**src/rtl/led_seq_pkg.sv**
```systemverilog
// Shared constants and types for the Avalon LED sequencer.
// Mode encodings, FSM states and bounce direction live here.
package led_seq_pkg;

    localparam int LED_W_DEF = 8;

    localparam logic [1:0] MODE_ROTL   = 2'd0;
    localparam logic [1:0] MODE_ROTR   = 2'd1;
    localparam logic [1:0] MODE_BOUNCE = 2'd2;
    localparam logic [1:0] MODE_COUNT  = 2'd3;

    typedef enum logic [1:0] {
        ST_IDLE,
        ST_SEED_RD,
        ST_WR,
        ST_WAIT_TICK
    } state_t;

    typedef enum logic {
        DIR_LEFT  = 1'b0,
        DIR_RIGHT = 1'b1
    } dir_t;

endpackage

```
**src/rtl/avalon_led_sequencer_if.sv**
```systemverilog
// Avalon-MM bus bundle between the sequencer (master)
// and the LED register slave.
interface avalon_led_sequencer_if;

    logic        address;
    logic        read;
    logic [31:0] readdata;
    logic        write;
    logic [31:0] writedata;
    logic        waitrequest;

    modport master (
        output address,
        output read,
        output write,
        output writedata,
        input  readdata,
        input  waitrequest
    );

    modport slave (
        input  address,
        input  read,
        input  write,
        input  writedata,
        output readdata,
        output waitrequest
    );

endinterface

```
**src/rtl/led_pattern_next.sv**
```systemverilog
// Combinational next-pattern function for the LED animation.
// Bounce reverses at either end; count wraps naturally.
module led_pattern_next
    import led_seq_pkg::*;
#(
    parameter int LED_W = LED_W_DEF
) (
    input  logic [LED_W-1:0] p,
    input  logic [1:0]       mode,
    input  dir_t             dir,
    output logic [LED_W-1:0] nxt,
    output dir_t             dir_nxt
);

    always_comb begin
        nxt     = p;
        dir_nxt = dir;
        unique case (mode)
            MODE_ROTL: nxt = {p[LED_W-2:0], p[LED_W-1]};
            MODE_ROTR: nxt = {p[0], p[LED_W-1:1]};
            MODE_BOUNCE: begin
                if (dir == DIR_LEFT) begin
                    if (p[LED_W-1]) begin
                        dir_nxt = DIR_RIGHT;
                        nxt     = p >> 1;
                    end else begin
                        nxt = p << 1;
                    end
                end else begin
                    if (p[0]) begin
                        dir_nxt = DIR_LEFT;
                        nxt     = p << 1;
                    end else begin
                        nxt = p >> 1;
                    end
                end
            end
            MODE_COUNT: nxt = p + LED_W'(1);
        endcase
    end

endmodule

```
**src/rtl/avalon_led_sequencer.sv**
```systemverilog
// Avalon-MM master that seeds from the LED register once,
// then rewrites it with an animated pattern every tick.
module avalon_led_sequencer
    import led_seq_pkg::*;
#(
    parameter int TICK_CYCLES = 4,
    parameter int LED_W       = LED_W_DEF
) (
    input  logic                    clock_clk,
    input  logic                    reset_reset_n,
    input  logic                    enable,
    input  logic [1:0]              mode,
    avalon_led_sequencer_if.master  avm_m0,
    output logic [LED_W-1:0]        pattern,
    output logic                    busy
);

    localparam int CNT_W = (TICK_CYCLES > 2) ? $clog2(TICK_CYCLES) : 1;
    localparam logic [CNT_W-1:0] CNT_LAST = CNT_W'(TICK_CYCLES - 1);

    state_t           state_q, state_d;
    logic [CNT_W-1:0] cnt_q, cnt_d;
    logic [LED_W-1:0] nxt_q, nxt_d;
    logic [LED_W-1:0] pattern_q, pattern_d;
    dir_t             dir_q, dir_d;

    logic [LED_W-1:0] seed;
    logic [LED_W-1:0] f_nxt;
    dir_t             f_dir;
    logic             unused_rd;

    assign unused_rd = ^avm_m0.readdata;

    led_pattern_next #(
        .LED_W (LED_W)
    ) u_next (
        .p       (pattern_q),
        .mode    (mode),
        .dir     (dir_q),
        .nxt     (f_nxt),
        .dir_nxt (f_dir)
    );

    always_comb begin
        state_d   = state_q;
        cnt_d     = cnt_q;
        nxt_d     = nxt_q;
        pattern_d = pattern_q;
        dir_d     = dir_q;

        // An all-zero seed would freeze every mode except count.
        seed = avm_m0.readdata[LED_W-1:0];
        if (seed == '0 && mode != MODE_COUNT) begin
            seed = LED_W'(1);
        end

        unique case (state_q)
            ST_IDLE: begin
                if (enable) begin
                    state_d = ST_SEED_RD;
                end
            end
            ST_SEED_RD: begin
                if (!avm_m0.waitrequest) begin
                    nxt_d   = seed;
                    state_d = ST_WR;
                end
            end
            ST_WR: begin
                if (!avm_m0.waitrequest) begin
                    pattern_d = nxt_q;
                    cnt_d     = '0;
                    state_d   = enable ? ST_WAIT_TICK : ST_IDLE;
                end
            end
            ST_WAIT_TICK: begin
                cnt_d = cnt_q + CNT_W'(1);
                if (!enable) begin
                    state_d = ST_IDLE;
                end else if (cnt_q == CNT_LAST) begin
                    nxt_d   = f_nxt;
                    dir_d   = f_dir;
                    state_d = ST_WR;
                end
            end
            default: state_d = ST_IDLE;
        endcase
    end

    always_ff @(posedge clock_clk) begin
        if (!reset_reset_n) begin
            state_q   <= ST_IDLE;
            cnt_q     <= '0;
            nxt_q     <= '0;
            pattern_q <= '0;
            dir_q     <= DIR_LEFT;
        end else begin
            state_q   <= state_d;
            cnt_q     <= cnt_d;
            nxt_q     <= nxt_d;
            pattern_q <= pattern_d;
            dir_q     <= dir_d;
        end
    end

    assign avm_m0.address   = 1'b0;
    assign avm_m0.read      = (state_q == ST_SEED_RD);
    assign avm_m0.write     = (state_q == ST_WR);
    assign avm_m0.writedata = avm_m0.write ? 32'(nxt_q) : '0;
    assign pattern          = pattern_q;
    assign busy             = (state_q != ST_IDLE);

endmodule

```
**src/flat_wrapper.sv**
```systemverilog
// flat-port wrapper written by rule: the top's interface ports become plain ports
module avalon_led_sequencer_flat import led_seq_pkg::*;
#(
    parameter int TICK_CYCLES = 4,
    parameter int LED_W       = LED_W_DEF
)
  (clock_clk, reset_reset_n, enable, mode, pattern, busy, avm_m0_address, avm_m0_read, avm_m0_write, avm_m0_writedata, avm_m0_readdata, avm_m0_waitrequest);
  avalon_led_sequencer_if avm_m0_i ();
  input  logic clock_clk;
  input  logic reset_reset_n;
  input  logic enable;
  input  logic [1:0] mode;
  output logic [LED_W-1:0] pattern;
  output logic busy;
  output wire logic [$bits(avm_m0_i.address)-1:0] avm_m0_address;
  output wire logic [$bits(avm_m0_i.read)-1:0] avm_m0_read;
  output wire logic [$bits(avm_m0_i.write)-1:0] avm_m0_write;
  output wire logic [$bits(avm_m0_i.writedata)-1:0] avm_m0_writedata;
  input wire logic [$bits(avm_m0_i.readdata)-1:0] avm_m0_readdata;
  input wire logic [$bits(avm_m0_i.waitrequest)-1:0] avm_m0_waitrequest;
  assign avm_m0_address = avm_m0_i.address;
  assign avm_m0_read = avm_m0_i.read;
  assign avm_m0_write = avm_m0_i.write;
  assign avm_m0_writedata = avm_m0_i.writedata;
  assign avm_m0_i.readdata = avm_m0_readdata;
  assign avm_m0_i.waitrequest = avm_m0_waitrequest;
  avalon_led_sequencer #(.TICK_CYCLES(TICK_CYCLES), .LED_W(LED_W)) u_core (.clock_clk(clock_clk), .reset_reset_n(reset_reset_n), .enable(enable), .mode(mode), .avm_m0(avm_m0_i), .pattern(pattern), .busy(busy));
endmodule
```
**config.mk**
```make
export PLATFORM = sky130hd
export DESIGN_NAME = avalon_led_sequencer_flat
export DESIGN_NICKNAME = d
export VERILOG_FILES = /design/src/rtl/led_seq_pkg.sv /design/src/rtl/avalon_led_sequencer_if.sv /design/src/rtl/led_pattern_next.sv /design/src/rtl/avalon_led_sequencer.sv /design/src/flat_wrapper.sv
export SDC_FILE = /design/constraint.sdc
export NUM_CORES = 1
export LEC_CHECK = 0
export BUFFER_PORTS_ARGS = -buffer_cell sky130_fd_sc_hd__buf_4
export CAP_MARGIN = 20
export CORE_AREA = 2 2 64 66
export DETAILED_ROUTE_END_ITERATION = 6
export DIE_AREA = 0 0 66 68
export GPL_TIMING_DRIVEN = 0
export HOLD_SLACK_MARGIN = 0.06
export PLACE_DENSITY = 0.77
export SLEW_MARGIN = 20
export SYNTH_ARGS = -nofsm -noshare
export SYNTH_HDL_FRONTEND = slang
export SYNTH_SLANG_ARGS = --single-unit
```
**constraint.sdc**
```tcl
create_clock -name clock_clk -period 2.25 [get_ports clock_clk]
set_clock_uncertainty 0.15 [all_clocks]
set_input_delay 0.225 -clock clock_clk [delete_from_list [all_inputs] [get_ports clock_clk]]
set_output_delay 0.225 -clock clock_clk [all_outputs]
set_load 0.02 [all_outputs]
```
# Word level (Yosys, flattened, before mapping)
# Cells that the tools add are included.
[classes]
addsub = 2
mul = 0
div_mod_pow = 0
order_cmp = 0
n_eq_ne = 14
shifts = 0
mux = 22
n_bitwise = 1
reduce_logical = 12
[op_table]
columns = ["cell", "count"]
rows = [
  ["2-to-1 mux 8 bit", 8],
  ["case mux 8 bit (4 select lines)", 1],
  ["case mux 8 bit (2 select lines)", 1],
  ["2-to-1 mux 2 bit", 7],
  ["AND reduction 4 bit", 3],
  ["equality test 2 bit (second input constant)", 5],
  ["!= test 2 bit (second input constant)", 5],
  ["adder 8 x 1 -> 8 bit (second input constant)", 1],
  ["zero test 8 bit", 1],
  ["case mux 2 bit (4 select lines)", 1],
  ["nonzero test 2 bit", 3],
  ["equality test 2 x 1 -> 1 bit (second input constant)", 2],
  ["zero test 2 bit", 2],
  ["case mux 2 bit (2 select lines)", 1],
  ["AND reduction 2 bit", 2],
  ["2-to-1 mux 1 bit", 3],
  ["!= test 3 x 2 -> 1 bit (second input constant)", 1],
  ["adder 2 x 1 -> 2 bit (second input constant)", 1],
  ["!= test 2 x 1 -> 1 bit (second input constant)", 1],
  ["logical AND 1 bit", 1],
  ["inverter 1 bit", 1],
]
[totals]
reg_bits = 21
latchBits = 0
ramBits = 0
rom_bits = 0
in_bits = 38
output_inout_bits = 44
elab_cells = 56
n_memories = 0

# Logic depth before layout (Yosys ltp)
# Gate-level depths: netlist of run 1.
[depth]
word_depth = 6
depth_mapped = 7
mapped_depth_nobuf = 6

# Modules after synthesis
# Synthesis of run 1 repeated with hierarchy kept, for this count alone.
[unflattened]
hier_cells = 234
hier_area_um2 = 1731.7
[modules_own_cells]
columns = ["module", "n_inst", "cells_each", "area_per_inst_um2", "seq_area_each_um2"]
rows = [
  ["avalon_led_sequencer", 1, 159, 1244.9, 420.4],
  ["led_pattern_next", 1, 75, 486.7, 0.0],
]

# Worst setup path after synthesis of run 1
# Ideal clock, no wire load.
[synth_path]
path_type = "reg-to-reg"
startpoint = "register u_core.pattern_q[0] (netlist: u_core.pattern[0])"
endpoint = "register u_core.nxt_q[1]"
setup_ps = 115
t_arrival_ps = 1398
required_ps = 1985
path_slack_ps = 587
path_stages_with_launch = 8
n_path_buf = 1
synth_period_minus_slack_ps = 1663
cell_sequence = "dfxtp_1 -> buf_4 -> inv_1 -> ha_1 -> o21ai_0 -> a211oi_1 -> o21ai_0 -> and2_1"
[synth_via]
elab_chain_cells = 6
elab_cells_between_ends = 8
cone_classes = "add/sub: 1; mux: 7"
[synth_rtl]
columns = ["element", "line", "rtl"]
rows = [
  ["start, declared", "avalon_led_sequencer.sv:24", "logic [LED_W-1:0] pattern_q, pattern_d;"],
  ["start signal, assigned", "avalon_led_sequencer.sv:101", "pattern_q <= pattern_d;"],
  ["branches (longest 2 deep; another with adder 8 x 1 -> 8 bit)", "n/a", ""],
  ["case mux 8 bit (4 select lines) (*)", "led_pattern_next.sv:18", "unique case (mode)"],
  ["2-to-1 mux 8 bit (*)", "avalon_led_sequencer.sv:80", "end else if (cnt_q == CNT_LAST) begin"],
  ["2-to-1 mux 8 bit (*)", "avalon_led_sequencer.sv:78", "if (!enable) begin"],
  ["case mux 8 bit (2 select lines) (*)", "avalon_led_sequencer.sv:57", "unique case (state_q)"],
  ["end signal, assigned", "avalon_led_sequencer.sv:100", "nxt_q <= nxt_d;"],
  ["end, declared", "avalon_led_sequencer.sv:23", "logic [LED_W-1:0] nxt_q, nxt_d;"],
]
# Mark *: on every way between the ends. The select of a mux whose other input is x is not followed.
# A chain may end at the register's enable or synchronous reset.

# Worst setup path after layout of run 1
[layout_path]
startpoint = "register u_core.cnt_q[0]"
endpoint = "register u_core.nxt_q[3]"
[layout_via]
elab_chain_cells = 3
[layout_rtl]
columns = ["element", "line", "rtl"]
rows = [
  ["start, declared", "avalon_led_sequencer.sv:22", "logic [CNT_W-1:0] cnt_q, cnt_d;"],
  ["start signal, assigned", "avalon_led_sequencer.sv:99", "cnt_q <= cnt_d;"],
  ["equality test 2 bit", "avalon_led_sequencer.sv:80", ""],
  ["!= test 2 x 1 -> 1 bit (no source line)", "n/a", ""],
  ["AND reduction 4 bit (no source line)", "n/a", ""],
]
# No other way between the ends.

==> impl_results.html, run 1 <==
<table>
<tr><th>Metric</th><th>Value</th></tr>
<tr><th colspan="2">Placed design</th></tr>
<tr><td>Worst-case setup slack after placement</td><td>368 ps</td></tr>
<tr><td>DP HPWL</td><td>3320 um</td></tr>
<tr><td>Placed instance area</td><td>2060 um2</td></tr>
<tr><td>Port bufs</td><td>32</td></tr>
<tr><td>Final weighted congestion of routability-driven global placement</td><td>0.882</td></tr>
<tr><th colspan="2">CTS</th></tr>
<tr><td>TritonCTS clock tree</td><td>yes</td></tr>
<tr><td>Quantity of hold-fixing buffers added after cts</td><td>0</td></tr>
<tr><td>CTS root buf</td><td>sky130_fd_sc_hd__clkbuf_8</td></tr>
<tr><td>Number of post-CTS setup repair buffers</td><td>0</td></tr>
<tr><td>Deepest clock path buffer count</td><td>2</td></tr>
<tr><td>Clock-pin transition on the worst setup and hold timing paths</td><td>80 ps</td></tr>
<tr><td>Clock Latency Late Sink</td><td>260 ps</td></tr>
<tr><td>Clock sink total</td><td>21</td></tr>
<tr><td>Post-cts resize count</td><td>0</td></tr>
<tr><td>Clock buffers created by TritonCTS</td><td>3</td></tr>
<tr><td>CTS H-tree depth</td><td>1</td></tr>
<tr><th colspan="2">Power</th></tr>
<tr><td>Power per unit of standard cell area</td><td>407 nW/um2</td></tr>
<tr><td>Leakage power of the design</td><td>0.940 nW</td></tr>
<tr><td>IR drop worst, VDD</td><td>414 uV</td></tr>
<tr><td>Sum of internal, switching and leakage power</td><td>859 uW</td></tr>
<tr><th colspan="2">Critical path</th></tr>
<tr><td>Count of cells along the worst register-to-register path</td><td>6</td></tr>
<tr><td>Worst setup EP type</td><td>flip-flop</td></tr>
<tr><td>Worst path required time</td><td>2240 ps</td></tr>
<tr><td>Kind of critical path</td><td>reg -&gt; reg</td></tr>
<tr><td>CP Launch Point</td><td>u_core.cnt_q[0]</td></tr>
<tr><td>Largest fanout of any net on the critical path</td><td>6</td></tr>
<tr><td>Startpoint types</td><td>flip-flop</td></tr>
<tr><td>R2R Path Start</td><td>u_core.cnt_q[0]</td></tr>
<tr><td>Data arrival time at the worst-slack endpoint</td><td>1880 ps</td></tr>
<tr><th colspan="2">Global route</th></tr>
<tr><td>Global router's overall resource usage</td><td>19.6%</td></tr>
<tr><td>Largest net degree at the start of global routing</td><td>13</td></tr>
<tr><td>Total gr overflow</td><td>0</td></tr>
<tr><td>Number of global-route vias before repair</td><td>1401</td></tr>
<tr><td>Number of antenna violations at the first check in global routing</td><td>0</td></tr>
<tr><td>First-pass GRT wire length</td><td>6860 um</td></tr>
<tr><th colspan="2">Die</th></tr>
<tr><td>Width of the die</td><td>66 um</td></tr>
<tr><td>Row cnt</td><td>23</td></tr>
<tr><td>Vert. Die Dim</td><td>68 um</td></tr>
<tr><td>Core area</td><td>3860 um2</td></tr>
<tr><td>Count of pins on the block boundary</td><td>82</td></tr>
<tr><td>Effective utilization at floorplan</td><td>43.3%</td></tr>
<tr><td>Area enclosed by the die boundary</td><td>4490 um2</td></tr>
<tr><th colspan="2">Finish</th></tr>
<tr><td>Final net count</td><td>320</td></tr>
<tr><td>Most frequent standard cell in the layout excluding fill and tap cells</td><td>sky130_fd_sc_hd__buf_4</td></tr>
<tr><td>Fraction of final layout cells sized beyond drive strength 1</td><td>29.1%</td></tr>
<tr><td>Area added between synthesis and finish</td><td>26.3%</td></tr>
<tr><td>Top library cells by usage in the layout, fill and taps aside</td><td>62 x sky130_fd_sc_hd__buf_4, 28 x sky130_fd_sc_hd__nand2_1, 25 x sky130_fd_sc_hd__conb_1</td></tr>
<tr><td>ANT cells</td><td>0</td></tr>
<tr><td>Layout Cell Area excl Fill</td><td>2110 um2</td></tr>
<tr><th colspan="2">Min path</th></tr>
<tr><td>Worst hold stages</td><td>3</td></tr>
<tr><td>Tightest Hold Check Type</td><td>in -&gt; reg</td></tr>
<tr><td>Hold_sp</td><td>enable</td></tr>
<tr><th colspan="2">Detailed routing</th></tr>
<tr><td>Avg WL per Cell</td><td>12.9 um</td></tr>
<tr><td>DR vias</td><td>1652</td></tr>
<tr><td>Initial DRC count</td><td>95</td></tr>
<tr><td>Residual DRC</td><td>0</td></tr>
<tr><td>Via density</td><td>5.04</td></tr>
<tr><td>Antenna violation net count after detailed routing</td><td>0</td></tr>
<tr><td>First-pass iteration count of the detailed router</td><td>4</td></tr>
<tr><td>DRT Wirelength</td><td>4240 um</td></tr>
<tr><th colspan="2">Yosys</th></tr>
<tr><td>Dominant register cell in the synthesized netlist</td><td>sky130_fd_sc_hd__dfxtp_1</td></tr>
<tr><td>Number of enable-type register cells in the synthesized netlist</td><td>0</td></tr>
<tr><td>Simple logic cell fraction of the synthesized area</td><td>25.8%</td></tr>
<tr><td>Post-synthesis compound-gate area fraction</td><td>23.9%</td></tr>
<tr><td>FF+latch count, synth</td><td>21</td></tr>
<tr><td>Post-synthesis sequential area ratio</td><td>25.2%</td></tr>
<tr><td>Yosys synthesis warning count</td><td>0</td></tr>
<tr><td>Post-synthesis async set-or-reset flop share</td><td>0%</td></tr>
<tr><td>Synthesized area per cell</td><td>7.66 um2</td></tr>
<tr><td>Mux share of post-synthesis cell area</td><td>1.80%</td></tr>
<tr><td>Area share of xor/xnor cells in the synthesized design</td><td>2.62%</td></tr>
<tr><td>Synthesized-area fraction occupied by adder cells</td><td>2.25%</td></tr>
<tr><td>Post-synth cell types</td><td>45</td></tr>
<tr><td>Post-synthesis instance area</td><td>1670 um2</td></tr>
<tr><td>Gate Count Post-Synth</td><td>218</td></tr>
<tr><td>Dominant combinational cell family by area after synthesis</td><td>simple AND/OR/NAND/NOR gates</td></tr>
<tr><th colspan="2">STA</th></tr>
<tr><td>Unrepaired setup endpoints after global routing</td><td>false</td></tr>
<tr><td>Sum of negative setup slack</td><td>0 ps</td></tr>
<tr><td>Maximum achievable frequency</td><td>529 MHz</td></tr>
<tr><td>Fin crit share</td><td>84.1%</td></tr>
<tr><td>Final Critical Period</td><td>1890 ps</td></tr>
<tr><td>Slew Viols, Final</td><td>0</td></tr>
<tr><td>Post-layout worst setup margin</td><td>359 ps</td></tr>
<tr><td>Final-report setup violation count</td><td>0</td></tr>
<tr><td>Hold Fails Final Rpt</td><td>0</td></tr>
<tr><td>Worst-case hold slack</td><td>91.4 ps</td></tr>
<tr><th colspan="2">Run status</th></tr>
<tr><td>Result of the run</td><td>finished, final reports clean</td></tr>
<tr><th colspan="2">Job</th></tr>
<tr><td># Max-Cap Violations</td><td>0</td></tr>
</table>
stage by stage:
step | util [%] | std cells
after detailed placement | 53.5 | 324
final | 54.7 | 328
after floorplan | - | 242
after CTS | 54.7 | 328
after global routing | 54.7 | 328
after global placement | 53.5 | 324
layout make-up:
cell class / instances / area (um2)
timing repair buffer: 32 / 240
multi-input combinational: 177 / 1030
sequential: 21 / 420
inverter: 3 / 11.3
clock buffer: 3 / 41.3
fill: 373 / 1750
clock inverter: 1 / 5.00
tap: 50 / 62.6
buffer: 41 / 294
critical path: stages, from the launching register on:
cell                       delay, ps
sky130_fd_sc_hd__dfxtp_1         370
sky130_fd_sc_hd__ha_1            180
sky130_fd_sc_hd__nand4_1         310
sky130_fd_sc_hd__nand2_4         200
sky130_fd_sc_hd__o211ai_1        120
sky130_fd_sc_hd__a221oi_1        370
sky130_fd_sc_hd__nor2_1           80
cell families (layout without fill, tap and decap cells):
group | count (synthesis) | count (layout)
other | 1 | 25
multiplexers | 3 | 3
AO/OA/AOI/OAI | 59 | 59
XOR/XNOR | 5 | 5
buffers and inverters | 44 | 80
flip-flops | 21 | 21
AND/OR/NAND/NOR | 82 | 82
adder cells (fa/ha/maj) | 3 | 3
synthesized netlist by cell type (all sizes together) (2+ instances only):
cell type,instances,area share (%)
buf,38,17
nand2,29,7.0
dfxtp,21,25
o21ai,16,4.8
and2,12,4.5
a21boi,11,4.9
nor2,10,2.2
nor2b,7,2.6
nand3,6,2.1
o211ai,6,2.7
a21oi,5,1.5
xnor2,5,2.6
a211oi,4,1.8
a221oi,4,2.1
nor3,4,1.5
or3,4,1.5
a31oi,3,1.1
clkbuf,3,0.75
ha,3,2.2
inv,3,0.67
mux2i,3,1.8
nand2b,3,1.1
o22ai,3,1.1
and2b,2,0.90
worst paths after layout:
path / to / slack (ps)
max: u_core.nxt_q[3] / 360
min: u_core.state_q[0] / 90
max reg2reg: u_core.nxt_q[3] / 360
min reg2reg: u_core.pattern[2] / 330
sequential cells by signal, indices dropped and copies added, names as in the netlist:
| register | count |
|---|---|
| u_core.nxt_q | 8 |
| u_core.dir_q | 1 |
| u_core.cnt_q | 2 |
| u_core.pattern | 8 |
| u_core.state_q | 2 |
power by group:
part,internal [mW],switching [mW],total [mW]
sequential,0.385,0.00921,0.394
combinational,0.0973,0.121,0.218
clock,0.123,0.124,0.247
total,0.605,0.254,0.859
routing by layer:
layer  up-vias  routed length [um]  global-route usage (%)
met1       758                1880                    28.0
li1        824                   -                       -
met2        66                2030                    31.7
met3         4                 281                    2.30
met5         -                   0                       0
met4         0                  45                    4.34
(Power assumes the default switching activity.)
==> run 2, diff against run 1 <==
--- a/config.mk
+++ b/config.mk
@@ -7,12 +7,12 @@
 export LEC_CHECK = 0
 export BUFFER_PORTS_ARGS = -buffer_cell sky130_fd_sc_hd__buf_4
 export CAP_MARGIN = 20
-export CORE_AREA = 2 2 64 66
+export CORE_AREA = 2 2 67 69
 export DETAILED_ROUTE_END_ITERATION = 6
-export DIE_AREA = 0 0 66 68
+export DIE_AREA = 0 0 69 71
 export GPL_TIMING_DRIVEN = 0
 export HOLD_SLACK_MARGIN = 0.06
-export PLACE_DENSITY = 0.77
+export PLACE_DENSITY = 0.74
 export SLEW_MARGIN = 20
 export SYNTH_ARGS = -nofsm -noshare
 export SYNTH_HDL_FRONTEND = slang
==> constraint.sdc (replaced) <==
create_clock -name clock_clk -period 1.6 [get_ports clock_clk]
set_clock_uncertainty 0.15 [all_clocks]
set_input_delay 0.16 -clock clock_clk [delete_from_list [all_inputs] [get_ports clock_clk]]
set_output_delay 0.16 -clock clock_clk [all_outputs]
set_load 0.02 [all_outputs]
==> run 2 against run 1 <==
Effect of this change: total power grew 50%; combinational power grew 67%; die area grew 9.2%; worst setup slack worse by 430 ps; critical path type is now reg -> out; the run now ends with negative setup slack left; via count increased by 7.8%; critical path depth is 1 lower.
==> impl_results.html, run 2 (synthesis results as in run 1) <==
<table>
<tr><th>Metric</th><th>Value</th></tr>
<tr><th colspan="2">Run status</th></tr>
<tr><td>Result of the run</td><td>finished with violations</td></tr>
<tr><td>Violations in the final reports</td><td>negative setup slack</td></tr>
<tr><th colspan="2">Critical path</th></tr>
<tr><td>Critical Path Max Stage Delay</td><td>340 ps (-30 ps)</td></tr>
<tr><td>Startpoint types</td><td>flip-flop</td></tr>
<tr><td>Worst path required time</td><td>1290 ps (-950 ps)</td></tr>
<tr><td>Kind of critical path</td><td>reg -&gt; out</td></tr>
<tr><td>Slowest library cell on the worst path</td><td>sky130_fd_sc_hd__dfxtp_2</td></tr>
<tr><td>Crit path buf inv count</td><td>3 (+3)</td></tr>
<tr><td>CP Cell Sequence</td><td>buf_6 -&gt; and2b_2 -&gt; buf_6 -&gt; and2_4 -&gt; buf_6</td></tr>
<tr><td>Worst setup EP type</td><td>primary output</td></tr>
<tr><td>Largest fanout of any net on the critical path</td><td>5 (-1)</td></tr>
<tr><td>Register-to-register setup slack</td><td>-40 ps (-400 ps)</td></tr>
<tr><td>Data arrival time at the worst-slack endpoint</td><td>1360 ps (-520 ps)</td></tr>
<tr><td>Kind of cell with the highest combined delay on the critical path</td><td>simple AND/OR/NAND/NOR gates</td></tr>
<tr><td>Worst path most repeated cell</td><td>sky130_fd_sc_hd__buf_6</td></tr>
<tr><th colspan="2">STA</th></tr>
<tr><td>Final-report setup violation count</td><td>12 (+12)</td></tr>
<tr><td>Unrepaired setup endpoints after global routing</td><td>true</td></tr>
<tr><td>Post-layout worst setup margin</td><td>-71.9 ps (-430 ps)</td></tr>
<tr><td>Worst-case hold slack</td><td>118 ps (+26.1 ps)</td></tr>
<tr><td>Final Critical Period</td><td>1670 ps</td></tr>
<tr><td>Fin crit share</td><td>104%</td></tr>
<tr><td>Slew Viols, Final</td><td>0 (unchanged)</td></tr>
<tr><td>Sum of negative setup slack</td><td>-655 ps (-655 ps)</td></tr>
<tr><td>Maximum achievable frequency</td><td>598 MHz</td></tr>
<tr><td>Hold Fails Final Rpt</td><td>0 (unchanged)</td></tr>
<tr><th colspan="2">Die</th></tr>
<tr><td>Count of pins on the block boundary</td><td>82 (unchanged)</td></tr>
<tr><td>Core area</td><td>4200 um2 (+9.0%)</td></tr>
<tr><td>Row cnt</td><td>24 (+4.3%)</td></tr>
<tr><td>Area enclosed by the die boundary</td><td>4900 um2 (+9.2%)</td></tr>
<tr><td>Effective utilization at floorplan</td><td>39.7% (-3.6 points)</td></tr>
<tr><td>Vert. Die Dim</td><td>71 um (+4.4%)</td></tr>
<tr><td>Width of the die</td><td>69 um (+4.5%)</td></tr>
<tr><th colspan="2">Finish</th></tr>
<tr><td>Final net count</td><td>339 (+5.9%)</td></tr>
<tr><td>Area added between synthesis and finish</td><td>52.7%</td></tr>
<tr><td>Number of fillers in the final layout</td><td>369 (-1.1%)</td></tr>
<tr><td>Top library cells by usage in the layout, fill and taps aside</td><td>64 x sky130_fd_sc_hd__buf_4, 25 x sky130_fd_sc_hd__conb_1, 22 x sky130_fd_sc_hd__nand2_1</td></tr>
<tr><td>Most frequent standard cell in the layout excluding fill and tap cells</td><td>sky130_fd_sc_hd__buf_4</td></tr>
<tr><td>Fraction of final layout cells sized beyond drive strength 1</td><td>49.2% (+20 points)</td></tr>
<tr><td>Post-layout util</td><td>60.7% (+6.0 points)</td></tr>
<tr><td>ANT cells</td><td>0 (unchanged)</td></tr>
<tr><th colspan="2">Placed design</th></tr>
<tr><td>Port bufs</td><td>32 (unchanged)</td></tr>
<tr><td>Worst-case setup slack after placement</td><td>-148 ps (-515 ps)</td></tr>
<tr><td>Final weighted congestion of routability-driven global placement</td><td>0.903 (+2.4%)</td></tr>
<tr><td>DP HPWL</td><td>3080 um (-7.2%)</td></tr>
<tr><th colspan="2">Power</th></tr>
<tr><td>Power per unit of standard cell area</td><td>506 nW/um2 (+24%)</td></tr>
<tr><td>Sum of internal, switching and leakage power</td><td>1.29 mW (+50%)</td></tr>
<tr><td>Leakage power of the design</td><td>1.13 nW (+20%)</td></tr>
<tr><td>IR drop worst, VDD</td><td>355 uV (-14%)</td></tr>
<tr><th colspan="2">Global route</th></tr>
<tr><td>Number of antenna violations at the first check in global routing</td><td>0 (unchanged)</td></tr>
<tr><td>Largest net degree at the start of global routing</td><td>13 (unchanged)</td></tr>
<tr><td>Total gr overflow</td><td>0 (unchanged)</td></tr>
<tr><td>Number of global-route vias before repair</td><td>1468 (+4.8%)</td></tr>
<tr><td>Global router's overall resource usage</td><td>17.3% (-2.3 points)</td></tr>
<tr><td>First-pass GRT wire length</td><td>7040 um (+2.7%)</td></tr>
<tr><th colspan="2">Detailed routing</th></tr>
<tr><td>Via density</td><td>5.10 (+1.3%)</td></tr>
<tr><td>DR vias</td><td>1781 (+7.8%)</td></tr>
<tr><td>Residual DRC</td><td>0 (unchanged)</td></tr>
<tr><td>Antenna violation net count after detailed routing</td><td>0 (unchanged)</td></tr>
<tr><td>DRT Wirelength</td><td>4970 um (+17%)</td></tr>
<tr><td>Avg WL per Cell</td><td>14.3 um (+10%)</td></tr>
<tr><td>First-pass iteration count of the detailed router</td><td>4 (unchanged)</td></tr>
<tr><td>Initial DRC count</td><td>89 (-6.3%)</td></tr>
<tr><th colspan="2">Min path</th></tr>
<tr><td>Tightest Hold Check Type</td><td>in -&gt; reg</td></tr>
<tr><th colspan="2">CTS</th></tr>
<tr><td>Clock sink total</td><td>21 (unchanged)</td></tr>
<tr><td>Clock Latency Late Sink</td><td>270 ps (about the same)</td></tr>
<tr><td>CTS H-tree depth</td><td>1 (unchanged)</td></tr>
<tr><td>TritonCTS clock tree</td><td>yes</td></tr>
<tr><td>CTS root buf</td><td>sky130_fd_sc_hd__clkbuf_8</td></tr>
<tr><td>Clock buffers created by TritonCTS</td><td>3 (unchanged)</td></tr>
<tr><td>Clock-pin transition on the worst setup and hold timing paths</td><td>90 ps (about the same)</td></tr>
<tr><td>Deepest clock path buffer count</td><td>2 (unchanged)</td></tr>
<tr><th colspan="2">Job</th></tr>
<tr><td># Max-Cap Violations</td><td>0 (unchanged)</td></tr>
</table>
==> run 2: cell types whose count changed in the layout (fill, tap and decap cells not counted), sizes merged <==
cell	previous run	this run
dlygate4sd3	0	2
clkbuf	6	7
buf	70	86
==> run 2: timing repair <==
item	4_1_cts	5_1_grt
resized for setup	21	78
setup buffers	4	10
endpoints found under the setup margin	19	28
gates cloned	1	3
endpoints found under the hold margin	2	0
hold buffers	2	0
pin swaps	6	24
==> run 2: cell type report <==
type	instances	area (um2)	area share (%)
multi-input cells	177	1200	47.2
repair buffers	52	452	17.7
flip-flops and latches	21	442	17.3
plain buffers	40	332	13.0
well taps	52	65.1	2.55
clock buffers	3	41.3	1.62
inverters	3	11.3	0.442
clock inverters	1	5.00	0.196
==> run 2: stage by stage <==
stage | cells | cell area, um2
2_1_floorplan | 242 | 1760
3_3_place_gp | 326 | 2070
3_5_place_dp | 326 | 2070
4_1_cts | 336 | 2230
5_1_grt | 349 | 2550
6_report | 349 | 2550
==> run 2: worst register-to-register path, cell delays in order, from the launching register on <==
cell and delay [ps]:
sky130_fd_sc_hd__dfxtp_2 340, sky130_fd_sc_hd__buf_6 100, sky130_fd_sc_hd__or3b_4 410, sky130_fd_sc_hd__nand2_4 130
sky130_fd_sc_hd__o211ai_1 120, sky130_fd_sc_hd__a221oi_2 230, sky130_fd_sc_hd__nor2_1 60
==> run 2: where the power goes <==
part           total [mW]  switching, mW  internal, mW
clock network       0.369          0.195         0.174
registers           0.557         0.0199         0.537
logic               0.363          0.188         0.176
total                1.29          0.402         0.887
==> run 2: worst paths after layout <==
kind / to / start / depth (start not counted)
hold / removal: u_core.nxt_q[5] / avm_m0_readdata[5] / 5
setup / recovery: avm_m0_writedata[6] / u_core.state_q[0] / 5
setup reg to reg: u_core.nxt_q[3] / u_core.state_q[0] / 6
hold reg to reg: u_core.pattern[2] / u_core.nxt_q[2] / 2
==> run 2: per-layer routing <==
layer  GRT usage, %  part of all wire, %
met1           24.8                   42
met2           26.6                   48
met5              0                    0
met3           2.85                  8.4
met4           5.23                  1.3
==> run 3, diff against run 2 <==
--- a/config.mk
+++ b/config.mk
@@ -5,11 +5,12 @@
 export SDC_FILE = /design/constraint.sdc
 export NUM_CORES = 1
 export LEC_CHECK = 0
+export ABC_AREA = 1
 export BUFFER_PORTS_ARGS = -buffer_cell sky130_fd_sc_hd__buf_4
 export CAP_MARGIN = 20
-export CORE_AREA = 2 2 67 69
+export CORE_AREA = 2 2 66 68
 export DETAILED_ROUTE_END_ITERATION = 6
-export DIE_AREA = 0 0 69 71
+export DIE_AREA = 0 0 68 70
 export GPL_TIMING_DRIVEN = 0
 export HOLD_SLACK_MARGIN = 0.06
 export PLACE_DENSITY = 0.74
==> run 3 against run 2 <==
Effect of this change: critical path type is now reg -> reg; global-route usage fell by 0.46 points; routed wire length fell by 22%; sequential share of layout area rose by 3.0 points; hold slack got worse by 44 ps; worst setup slack improved by 180 ps; via count fell by 3.3%; synthesized cell count rose by 19%; total power fell by 3.1%; critical endpoint is now u_core.nxt_q[1]; largest power group unchanged; the flow now finishes without violations; register-to-register slack improved by 140 ps; clock-buffer cell count rose by 1; combinational power fell by 7.4%; maximum frequency rose by 12%.
==> impl_results.html, run 3 <==
<table>
<tr><th>Metric</th><th>Value</th></tr>
<tr><th colspan="2">STA</th></tr>
<tr><td>Final-report setup violation count</td><td>0 (-12)</td></tr>
<tr><td>Unrepaired setup endpoints after global routing</td><td>false</td></tr>
<tr><td>Post-layout worst setup margin</td><td>104 ps (+176 ps)</td></tr>
<tr><td>Hold Fails Final Rpt</td><td>0 (unchanged)</td></tr>
<tr><td>Final Critical Period</td><td>1500 ps (-176 ps)</td></tr>
<tr><td>Fin crit share</td><td>93.5% (-11 points)</td></tr>
<tr><td>Maximum achievable frequency</td><td>669 MHz (+12%)</td></tr>
<tr><td>Slew Viols, Final</td><td>0 (unchanged)</td></tr>
<tr><th colspan="2">Placed design</th></tr>
<tr><td>Worst-case setup slack after placement</td><td>-65.2 ps (+82.4 ps)</td></tr>
<tr><td>Port bufs</td><td>32 (unchanged)</td></tr>
<tr><td>Placed instance area</td><td>1990 um2 (-3.6%)</td></tr>
<tr><td>DP HPWL</td><td>3020 um (-1.9%)</td></tr>
<tr><td>Final weighted congestion of routability-driven global placement</td><td>0.878 (-2.7%)</td></tr>
<tr><th colspan="2">Critical path</th></tr>
<tr><td>Number of cells on the critical path</td><td>7 (+2)</td></tr>
<tr><td>Kind of critical path</td><td>reg -&gt; reg</td></tr>
<tr><td>Worst path required time</td><td>1640 ps (+350 ps)</td></tr>
<tr><td>Worst setup EP type</td><td>flip-flop</td></tr>
<tr><td>Worst path most repeated cell</td><td>sky130_fd_sc_hd__nand3_1</td></tr>
<tr><td>Critical Path Max Stage Delay</td><td>380 ps (+40 ps)</td></tr>
<tr><td>Count of cells along the worst register-to-register path</td><td>7 (+1)</td></tr>
<tr><td>Largest fanout of any net on the critical path</td><td>6 (+1)</td></tr>
<tr><td>Slowest library cell on the worst path</td><td>sky130_fd_sc_hd__dfxtp_4</td></tr>
<tr><td>Crit path buf inv count</td><td>1 (-2)</td></tr>
<tr><td>Kind of cell with the highest combined delay on the critical path</td><td>flip-flops</td></tr>
<tr><td>CP Cell Sequence</td><td>inv_2 -&gt; ha_1 -&gt; o21ai_1 -&gt; nand3_1 -&gt; nand3_1 -&gt; o21ai_0 -&gt; a21oi_1</td></tr>
<tr><td>Startpoint types</td><td>flip-flop</td></tr>
<tr><td>Data arrival time at the worst-slack endpoint</td><td>1540 ps (+180 ps)</td></tr>
<tr><td>Register-to-register setup slack</td><td>100 ps (+140 ps)</td></tr>
<tr><th colspan="2">Power</th></tr>
<tr><td>Leakage power of the design</td><td>1.05 nW (-6.5%)</td></tr>
<tr><td>IR drop worst, VDD</td><td>317 uV (-10%)</td></tr>
<tr><td>Power per unit of standard cell area</td><td>588 nW/um2 (+16%)</td></tr>
<tr><th colspan="2">Global route</th></tr>
<tr><td>Number of global-route vias before repair</td><td>1459 (-0.61%)</td></tr>
<tr><td>Global router's overall resource usage</td><td>16.8% (-0.46 points)</td></tr>
<tr><td>Grt peak-use layer</td><td>met2</td></tr>
<tr><td>Number of antenna violations at the first check in global routing</td><td>0 (unchanged)</td></tr>
<tr><td>Met3 capacity usage during global routing</td><td>1.93% (-0.92 points)</td></tr>
<tr><td>Largest net degree at the start of global routing</td><td>12 (-1)</td></tr>
<tr><td>M2 GR Usage</td><td>26.4% (-0.17 points)</td></tr>
<tr><td>Total gr overflow</td><td>0 (unchanged)</td></tr>
<tr><td>First-pass GRT wire length</td><td>6330 um (-10%)</td></tr>
<tr><td>Met1 global-route usage</td><td>24.3% (-0.55 points)</td></tr>
<tr><th colspan="2">Yosys</th></tr>
<tr><td>Leading cell type by number of instances after synthesis</td><td>sky130_fd_sc_hd__nand2_1</td></tr>
<tr><td>Post-synthesis compound-gate area fraction</td><td>20.6% (-3.3 points)</td></tr>
<tr><td>Top-area cell type share of the netlist area</td><td>26.3% (+1.1 points)</td></tr>
<tr><td>Post-synthesis instance area</td><td>1600 um2 (-4.3%)</td></tr>
<tr><td>Post-synthesis sequential area ratio</td><td>26.3% (+1.1 points)</td></tr>
<tr><td>Post-synth cell types</td><td>24 (-47%)</td></tr>
<tr><td>Gate Count Post-Synth</td><td>260 (+19%)</td></tr>
<tr><td>Yosys synthesis warning count</td><td>0 (unchanged)</td></tr>
<tr><td>Synthesized-area fraction occupied by adder cells</td><td>2.35% (+0.10 points)</td></tr>
<tr><td>FF+latch count, synth</td><td>21 (unchanged)</td></tr>
<tr><td>Post-synth top area cell</td><td>sky130_fd_sc_hd__dfxtp_1</td></tr>
<tr><td>Mux share of post-synthesis cell area</td><td>0% (-1.8 points)</td></tr>
<tr><td>Main area contributors after synthesis</td><td>sky130_fd_sc_hd__dfxtp_1 26%, sky130_fd_sc_hd__nand2_1 14%, sky130_fd_sc_hd__buf_4 12%</td></tr>
<tr><td>Synthesized area per cell</td><td>6.15 um2 (-20%)</td></tr>
<tr><td>Post-synthesis async set-or-reset flop share</td><td>0% (unchanged)</td></tr>
<tr><td>Dominant register cell in the synthesized netlist</td><td>sky130_fd_sc_hd__dfxtp_1</td></tr>
<tr><td>Simple logic cell fraction of the synthesized area</td><td>29.0% (+3.2 points)</td></tr>
<tr><td>Most frequent cells after synthesis</td><td>59 x sky130_fd_sc_hd__nand2_1, 29 x sky130_fd_sc_hd__a21oi_1, 28 x sky130_fd_sc_hd__inv_1</td></tr>
<tr><td>Dominant combinational cell family by area after synthesis</td><td>simple AND/OR/NAND/NOR gates</td></tr>
<tr><td>Area share of xor/xnor cells in the synthesized design</td><td>0% (-2.6 points)</td></tr>
<tr><td>Number of enable-type register cells in the synthesized netlist</td><td>0 (unchanged)</td></tr>
<tr><th colspan="2">CTS</th></tr>
<tr><td>Number of post-CTS setup repair buffers</td><td>0 (-4)</td></tr>
<tr><td>TritonCTS clock tree</td><td>yes</td></tr>
<tr><td>Clock Latency Late Sink</td><td>260 ps (about the same)</td></tr>
<tr><td>Clock sink total</td><td>21 (unchanged)</td></tr>
<tr><td>Clock-pin transition on the worst setup and hold timing paths</td><td>70 ps (-20 ps)</td></tr>
<tr><td>CTS root buf</td><td>sky130_fd_sc_hd__clkbuf_8</td></tr>
<tr><td>Deepest clock path buffer count</td><td>2 (unchanged)</td></tr>
<tr><td>Clock buffers created by TritonCTS</td><td>3 (unchanged)</td></tr>
<tr><td>CTS H-tree depth</td><td>1 (unchanged)</td></tr>
<tr><th colspan="2">Die</th></tr>
<tr><td>Effective utilization at floorplan</td><td>38.6% (-1.2 points)</td></tr>
<tr><td>Row cnt</td><td>24 (unchanged)</td></tr>
<tr><td>Core area</td><td>4140 um2 (-1.4%)</td></tr>
<tr><td>Vert. Die Dim</td><td>70 um (-1.4%)</td></tr>
<tr><td>Area enclosed by the die boundary</td><td>4760 um2 (-2.8%)</td></tr>
<tr><td>Count of pins on the block boundary</td><td>82 (unchanged)</td></tr>
<tr><td>Width of the die</td><td>68 um (-1.4%)</td></tr>
<tr><th colspan="2">Detailed routing</th></tr>
<tr><td>DRT Wirelength</td><td>3890 um (-22%)</td></tr>
<tr><td>Initial DRC count</td><td>122 (+37%)</td></tr>
<tr><td>First-pass iteration count of the detailed router</td><td>4 (unchanged)</td></tr>
<tr><td>Antenna violation net count after detailed routing</td><td>0 (unchanged)</td></tr>
<tr><td>Avg WL per Cell</td><td>10.3 um (-28%)</td></tr>
<tr><td>Via density</td><td>4.56 (-11%)</td></tr>
<tr><td>Residual DRC</td><td>0 (unchanged)</td></tr>
<tr><td>DR vias</td><td>1722 (-3.3%)</td></tr>
<tr><th colspan="2">Finish</th></tr>
<tr><td>Fraction of final layout cells sized beyond drive strength 1</td><td>26.4% (-23 points)</td></tr>
<tr><td>Final net count</td><td>368 (+8.6%)</td></tr>
<tr><td>Number of fillers in the final layout</td><td>433 (+17%)</td></tr>
<tr><td>Top library cells by usage in the layout, fill and taps aside</td><td>58 x sky130_fd_sc_hd__nand2_1, 58 x sky130_fd_sc_hd__buf_4, 29 x sky130_fd_sc_hd__a21oi_1</td></tr>
<tr><td>Layout Cell Area excl Fill</td><td>2130 um2 (-17%)</td></tr>
<tr><td>ANT cells</td><td>0 (unchanged)</td></tr>
<tr><td>Area added between synthesis and finish</td><td>33.0%</td></tr>
<tr><th colspan="2">Job</th></tr>
<tr><td># Max-Cap Violations</td><td>0 (unchanged)</td></tr>
<tr><th colspan="2">Min path</th></tr>
<tr><td>Worst hold stages</td><td>3 (-2)</td></tr>
<tr><td>Tightest Hold Check Type</td><td>in -&gt; reg</td></tr>
<tr><th colspan="2">Run status</th></tr>
<tr><td>Result of the run</td><td>finished, final reports clean</td></tr>
</table>
[run 3: cell count changes in the layout (fill, tap and decap cells not counted), sizes merged, moves of 11 or more]
cell	previous run	this run
nand2	29	60
inv	3	32
a21oi	5	30
buf	86	61
nand3	6	24
nor2	10	25
and2	12	0
o21ai	16	28
a21boi	11	0
[run 3: report_power, final]
group	total, mW	internal, mW	leakage, nW	switching, mW
combinational	0.336	0.138	0.858	0.197
sequential	0.568	0.544	0.173	0.0244
clock	0.345	0.177	0.0228	0.168
total	1.25	0.860	1.05	0.390
[run 3: cells by family after synthesis]
family | count (synthesis)
compound gates | 62
fa+ha+maj | 3
buf+inv | 63
flops | 21
other cells | 1
simple gates | 110
[run 3: path summary, 6_finish.rpt]
path / to / start
setup / recovery: u_core.nxt_q[1] / u_core.pattern[0]
hold / removal: u_core.nxt_q[3] / avm_m0_readdata[3]
setup reg to reg: u_core.nxt_q[1] / u_core.pattern[0]
hold reg to reg: u_core.cnt_q[0] / u_core.cnt_q[0]
[run 3: what timing repair did]
action	4_1_cts	5_1_grt
hold buffers	6	0
hold endpoints to repair	6	0
gates cloned	0	0
resized for setup	2	15
setup endpoints to repair	10	18
[run 3: cell type report]
cell class                      count  area (um2)  area share (%)
Multi-Input combinational cell    200         938            44.1
Sequential cell                    21         432            20.3
Timing Repair Buffer               38         300            14.1
Buffer                             31         225            10.6
Inverter                           32         120            5.65
Tap cell                           52        65.1            3.06
Clock buffer                        4        45.0            2.12
[run 3: stage by stage]
stage          hold WS, ps  cells  setup TNS (ps)  utilization, %  total power, mW
2_1_floorplan          148    284               0               -            0.807
5_1_grt               73.9    378               0            51.3             1.32
3_3_place_gp           300    368           -45.8            48.1            0.895
6_report              74.0    378               0            51.3             1.25
3_5_place_dp           309    368           -65.2            48.1            0.898
4_1_cts               68.2    378               0            50.7             1.25
[run 3: per-layer routing]
metal | part of all wire [%] | vias up
met5 | 0 | -
li1 | - | 926
met1 | 47 | 729
met4 | 0.82 | 0
met3 | 7.4 | 5
met2 | 45 | 62
[run 3: worst register-to-register path, stage by stage, from the launching register on]
cell and delay (ps):
sky130_fd_sc_hd__dfxtp_4 380, sky130_fd_sc_hd__inv_2 70, sky130_fd_sc_hd__ha_1 290, sky130_fd_sc_hd__o21ai_1 130, sky130_fd_sc_hd__nand3_1 100, sky130_fd_sc_hd__nand3_1 100
sky130_fd_sc_hd__o21ai_0 90, sky130_fd_sc_hd__a21oi_1 120
